<file path="src/rtl/regfile_wb_arbiter.sv">
// Round-robin arbiter that shares the register-file write port among NUM_REQ write-back
// sources, with a registered write stage and a pending-write scoreboard for hazard detection.
module regfile_wb_arbiter #(
  parameter int NUM_REQ = 2,
  parameter int DATA_W  = 32,
  parameter int ADDR_W  = 5
) (
  input  logic                      clk,
  input  logic                      reset,
  input  logic [NUM_REQ-1:0]        req_valid,
  output logic [NUM_REQ-1:0]        req_ready,
  input  logic [NUM_REQ*ADDR_W-1:0] req_addr,
  input  logic [NUM_REQ*DATA_W-1:0] req_data,
  input  logic                      reserve_valid,
  input  logic [ADDR_W-1:0]         reserve_addr,
  input  logic [ADDR_W-1:0]         rs1_addr,
  input  logic [ADDR_W-1:0]         rs2_addr,
  output logic                      rf_we,
  output logic [ADDR_W-1:0]         rf_waddr,
  output logic [DATA_W-1:0]         rf_wdata,
  output logic [(2**ADDR_W)-1:0]    pending,
  output logic                      stall
);

  localparam int unsigned NR    = NUM_REQ;
  localparam int          PTR_W = (NUM_REQ > 1) ? $clog2(NUM_REQ) : 1;
  localparam int          NREG  = 2**ADDR_W;

  logic [PTR_W-1:0]  rr_ptr_q, rr_ptr_d;
  logic              rf_we_q, rf_we_d;
  logic [ADDR_W-1:0] rf_waddr_q, rf_waddr_d;
  logic [DATA_W-1:0] rf_wdata_q, rf_wdata_d;
  logic [NREG-1:0]   pending_q, pending_d;

  logic [NUM_REQ-1:0] grant;
  logic [PTR_W-1:0]   grant_idx;
  logic [PTR_W-1:0]   cand;
  logic               found;
  logic               xfer;
  logic [ADDR_W-1:0]  sel_addr;
  logic [DATA_W-1:0]  sel_data;

  // Rotating priority scan starting at rr_ptr; first valid requester wins.
  always_comb begin
    grant     = '0;
    grant_idx = '0;
    found     = 1'b0;
    cand      = '0;
    for (int unsigned k = 0; k < NR; k++) begin
      cand = PTR_W'((32'(rr_ptr_q) + k) % NR);
      if (!found && req_valid[cand]) begin
        found       = 1'b1;
        grant_idx   = cand;
        grant[cand] = 1'b1;
      end
    end
    if (reset) begin
      grant = '0;
    end
  end

  assign xfer     = |grant;
  assign sel_addr = req_addr[grant_idx*ADDR_W +: ADDR_W];
  assign sel_data = req_data[grant_idx*DATA_W +: DATA_W];

  always_comb begin
    rr_ptr_d   = rr_ptr_q;
    rf_we_d    = 1'b0;
    rf_waddr_d = rf_waddr_q;
    rf_wdata_d = rf_wdata_q;
    pending_d  = pending_q;
    if (xfer) begin
      rr_ptr_d = (32'(grant_idx) == NR - 1) ? '0 : grant_idx + 1'b1;
      pending_d[sel_addr] = 1'b0;
      if (sel_addr != '0) begin
        rf_we_d    = 1'b1;
        rf_waddr_d = sel_addr;
        rf_wdata_d = sel_data;
      end
    end
    // Applied after the clear so a same-cycle reservation keeps the bit set.
    if (reserve_valid && reserve_addr != '0) begin
      pending_d[reserve_addr] = 1'b1;
    end
    pending_d[0] = 1'b0;
  end

  always_ff @(posedge clk) begin
    if (reset) begin
      rr_ptr_q   <= '0;
      rf_we_q    <= 1'b0;
      rf_waddr_q <= '0;
      rf_wdata_q <= '0;
      pending_q  <= '0;
    end else begin
      rr_ptr_q   <= rr_ptr_d;
      rf_we_q    <= rf_we_d;
      rf_waddr_q <= rf_waddr_d;
      rf_wdata_q <= rf_wdata_d;
      pending_q  <= pending_d;
    end
  end

  assign req_ready = grant;
  assign rf_we     = rf_we_q;
  assign rf_waddr  = rf_waddr_q;
  assign rf_wdata  = rf_wdata_q;
  assign pending   = pending_q;
  assign stall     = pending_q[rs1_addr] | pending_q[rs2_addr];

endmodule
</file>
<file path="config.mk">
export PLATFORM = sky130hd
export DESIGN_NAME = regfile_wb_arbiter
export DESIGN_NICKNAME = d
export VERILOG_FILES = /design/src/rtl/regfile_wb_arbiter.sv
export SDC_FILE = /design/constraint.sdc
export NUM_CORES = 1
export LEC_CHECK = 0
export ABC_AREA = 0
export CAP_MARGIN = 20
export CORE_MARGIN = 5
export CORE_UTILIZATION = 30
export DETAILED_ROUTE_END_ITERATION = 12
export HOLD_SLACK_MARGIN = 0.06
export PLACE_DENSITY = 0.56
export SETUP_SLACK_MARGIN = 0.1
export SLEW_MARGIN = 40
export SYNTH_ARGS = -nofsm -noshare
export SYNTH_HDL_FRONTEND = slang
export SYNTH_SLANG_ARGS = --single-unit
</file>
<file path="constraint.sdc">
create_clock -name clk -period 5.7 [get_ports clk]
set_clock_uncertainty 0.15 [all_clocks]
set_input_delay 0.57 -clock clk [delete_from_list [all_inputs] [get_ports clk]]
set_output_delay 0.57 -clock clk [all_outputs]
set_load 0.005 [all_outputs]
</file>
After elaboration in Yosys (flattened, before gate mapping)
Index checks and enable logic that the tools add are counted.
Word-level totals
  register bits after elaboration: 71
  latch bits: 0
  RAM bits: 0
  bits in read-only memories: 0
  input port bits: 94
  output and inout port bits: 73
  logic and storage cells: 65
  memories: 0
Operators by class
  add/subtract/negate cells: 2
  multipliers: 1
  divide/modulo/power cells: 0
  magnitude comparators: 10
  equality and inequality tests: 0
  shifts and indexed selects: 2
  muxes and demuxes: 26
  bitwise logic cells: 6
  reductions and logical operators: 12
Operator list (count)
  $mux W32: 2
  $shiftx A64 B7 Y32: 1
  $and A32 B32 Y32: 1
  $not A32 Y32: 1
  $or A32 B32 Y32: 1
  $lt A5 B6 Y1 const B: 4
  $mux W1: 15
  $bmux W1 S5: 2
  $demux W1 S5: 2
  $ge A5 B1 Y1 const B: 2
  $reduce_bool A5 Y1: 2
  $shiftx A10 B5 Y5: 1
  $logic_and A1 B1 Y1: 6
  $mux W2: 3
  $lt A1 B2 Y1 const B: 2
  $mul A1 B3 Y4 const B: 1
  $reduce_or A2 Y1: 2
  $add A1 B1 Y1 const B: 2
  $demux W1 S1: 2
  $ge A1 B1 Y1 const B: 2
  $or A2 B2 Y2: 1
  $reduce_and A2 Y1: 1
  $logic_not A1 Y1: 1
  $not A1 Y1: 1
  $or A1 B1 Y1: 1

Logic depth before layout (Yosys ltp)
  depth in word-level cells: 17
  depth in mapped cells: 8
  depth with buffers taken out: 5

Worst setup path before layout
Ideal clock, no wire load.
  kind: input to output
  from: input port rs1_addr[0]
  to: output port stall
  arrival: 1840 ps
  data required time: 4980 ps
  slack: 3140 ps
  cell stages on the path: 6
  path buffers: 1
  cell sequence: clkbuf_1 > mux4_2 > a21boi_0 > nand4_1 > nand3_1 > o2111ai_1
On the way
  cells in the longest elaborated chain, start to end: 3
Ends and longest elaborated chain
  start, declared: RTL line 16  | input logic [ADDR_W-1:0] rs1_addr,
  $bmux W1 S5: RTL line 109  | assign stall = pending_q[rs1_addr] | pending_q[rs2_addr];
  $mux W1 (implied by the code): RTL line 109
  $or A1 B1 Y1: RTL line 109
  end, declared: RTL line 22  | output logic stall
Every way passes these cells. The select of a mux whose other input is x is not followed.

Final worst setup path
Ends and elaborated chain as after synthesis.

==> impl_metrics.env <==
export IMPL_place_hpwl_mm=10.4
export IMPL_vias=3833
export IMPL_async_reset_ff_share_pct=0
export IMPL_cts_tree="done"
export IMPL_max_slew_margin_pct=40.9
export IMPL_worstPathMaxFanout=8
export IMPL_worstSetupPathType="in2out"
export IMPL_timing_rr_start="rr_ptr_q"
export IMPL_slowest_stage="clkdlybuf4s50_1"
export IMPL_power_density_nw_per_um2=248
export IMPL_ant_nets=0
export IMPL_place_congestion=0.866
export IMPL_wirelength_mm=13.3
export IMPL_ys_flop_type="dfxtp_1"
export IMPL_cts_sinks=70
export IMPL_ctsLongestPathBuffers=2
export IMPL_viasPerCell=5.19
export IMPL_ctsResizeCount=0
export IMPL_irDropWorstVdd_v=0.000163
export IMPL_die_w_um=124
export IMPL_yosys_area_top_type_share_pct=35.9
export IMPL_arrival_ps=2850
export IMPL_grt_overflow=0
export IMPL_io_buffers=165
export IMPL_grt_pass1_vias=3818
export IMPL_ys_top_cells_by_area="dfxtp_1 36%, mux2i_1 17%, mux4_2 8.1%"
export IMPL_hold_buffers=0
export IMPL_grt_pass1_wl_mm=20.5
export IMPL_grtUsageMet3_pct=7.63
export IMPL_fin_cells=738
export IMPL_min_period_ps=3570
export IMPL_antenna_found_initial=0
export IMPL_syn_num_nets=508
export IMPL_worstPathRequired_ps=4980
export IMPL_drtIter0Drc=274
export IMPL_cp_startpoint="rs1_addr[0]"
export IMPL_layout_common_cells="165 x clkdlybuf4s50_1, 70 x dfxtp_1, 67 x mux2i_1"
export IMPL_yosysSeqAreaShare_pct=35.9
export IMPL_firstDrtPassIters=4
export IMPL_timing_final_setup_violations=0
export IMPL_grt_use_total_pct=17.4
export IMPL_worstHoldStart="rf_wdata[28]"
export IMPL_fin_crit_sh_pct=62.6
export IMPL_antennaDiodeCount=0
export IMPL_dp_cells=722
export IMPL_htreeDepth=3
export IMPL_startpoint_type="input port"
export IMPL_hold_viol_final=0
export IMPL_final_common_cell="clkdlybuf4s50_1"
export IMPL_syn_area_um2=3900
export IMPL_grt_use_met2_pct=27.4
export IMPL_start_util_pct=30.8
export IMPL_path_clk_slew_ps=50
export IMPL_post_drt_wl_per_cell_um=18.0
export IMPL_drv_slew=0
export IMPL_grt_use_met1_pct=21.2
export IMPL_syn_inst=414
export IMPL_numCtsBuffers=9
export IMPL_syn2layout_area_growth_pct=52.5
export IMPL_end_kind="primary output"
export IMPL_hp_class="reg2reg"
export IMPL_crit_top_cell="clkdlybuf4s50_1"
export IMPL_die_area_um2=15400
export IMPL_nNetsFinal=655
export IMPL_drive_above_1_share_pct=7.24
export IMPL_die_y_um=124
export IMPL_drv_cap=0
export IMPL_yosysWarningCount=0
export IMPL_critPathTopFamily="buffers and inverters"
export IMPL_synth_seq_cells=70
export IMPL_syn_area_per_cell_um2=9.43
export IMPL_post_cts_buffers=0
export IMPL_cp_slowest_stage_delay_ps=730
export IMPL_insertion_delay_ps=330
export IMPL_timing_critical_path_buf_inv=2
export IMPL_synth_edf_count=0
export IMPL_clockRootBuffer="clkbuf_16"
export IMPL_worst_slew_pin_transition_ps=886
export IMPL_timing_fmax_ghz=0.280
export IMPL_yosysTopAreaCell="dfxtp_1"
export IMPL_grt_max_degree=49
export IMPL_drc_errors=0
export IMPL_row_count=41
export IMPL_path_cells="clkdlybuf4s50_1 > mux4_2 > a21boi_0 > nand4_1 > nand3_1 > o2111ai_1 > clkdlybuf4s50_1"
export IMPL_rsz0062_at_grt="false"
export IMPL_fin_tns_setup_ps=0
export IMPL_p_leak_nw=2.31
export IMPL_ys_types=50
export IMPL_outcome="complete, no violations"
export IMPL_io_pins=167
export IMPL_busiest_layer="met2"
export IMPL_core_area_um2=12700
[worst min-delay path, stage by stage, from the launching register on]
cell and delay [ps]:
dfxtp_1 310, nand2_1 50, mux2i_1 50
[cell type report]
| cell class | instances | area [µm²] |
|---|---|---|
| flip-flops and latches | 70 | 1400 |
| clock buffers | 9 | 225 |
| well taps | 172 | 215 |
| inverters | 17 | 63.8 |
| multi-input cells | 294 | 2250 |
| clock inverters | 7 | 113 |
| fillers | 1249 | 6720 |
| repair buffers | 169 | 1680 |
[synthesized netlist by cell type, types with 3 or more instances]
| cell | instances |
|---|---|
| nand2_1 | 50 |
| nor3_1 | 5 |
| a32o_1 | 8 |
| nand3b_1 | 4 |
| o32ai_1 | 12 |
| buf_1 | 3 |
| inv_1 | 16 |
| o41ai_1 | 6 |
| a211oi_1 | 3 |
| mux4_2 | 14 |
| buf_12 | 3 |
| a21oi_1 | 18 |
| o21ai_0 | 10 |
| and2_1 | 5 |
| mux2i_1 | 67 |
| clkbuf_1 | 20 |
| and3_1 | 3 |
| nor2b_1 | 6 |
| a311oi_1 | 3 |
| nor4_1 | 10 |
| nor2_1 | 15 |
| o31ai_1 | 5 |
| nand2b_1 | 3 |
| nand3_1 | 14 |
| buf_2 | 5 |
| dfxtp_1 | 70 |
| nand4_1 | 7 |
[power by group]
group,internal (W),switching [W]
logic,0.000168,0.000132
registers,0.000523,0.0000189
clock network,0.000425,0.000210
[per-layer routing]
metal	routed length, µm	share of wire, %
met5	0	0
met4	182	1.4
met3	1710	13
met2	5940	45
met1	5450	41
[stage by stage]
stage | area [µm²] | total power, W | hold WS (ps) | setup WS (ps) | utilization [%]
2_1_floorplan | 3900 | 0.000690 | 305 | 3140 | -
3_3_place_gp | 5610 | 0.000850 | 295 | 2190 | 44.3
3_5_place_dp | 5610 | 0.000853 | 302 | 2040 | 44.3
4_1_cts | 5950 | 0.00149 | 312 | 2130 | 47.0
5_1_grt | 5950 | 0.00155 | 325 | 1970 | 47.0
6_report | 5950 | 0.00148 | 308 | 2130 | 47.0
[state kept, by name (all words and copies together) (netlist names)]
signal,count
rf_we,1
rf_wdata,32
rr_ptr_q,1
rf_waddr,5
pending,31
[cell families (layout without fill, tap and decap cells)]
family | after synthesis | in the layout | synth area share [%]
and+or+nand+nor | 129 | 129 | 16.3
AOI/OAI and AO/OA | 82 | 82 | 15.6
muxes | 82 | 82 | 25.5
DFF | 70 | 70 | 35.9
buffers and inverters | 50 | 202 | 6.51
other | 1 | 1 | 0.0961
[final timing paths]
path                  endpoint  slack, ps  cells after the start
setup / recovery         stall       2130                      7
hold reg to reg   rf_wdata[28]        310                      2
hold / removal    rf_wdata[28]        310                      2
setup reg to reg  rf_wdata[23]       3060                      6
(Power assumes the default switching activity.)
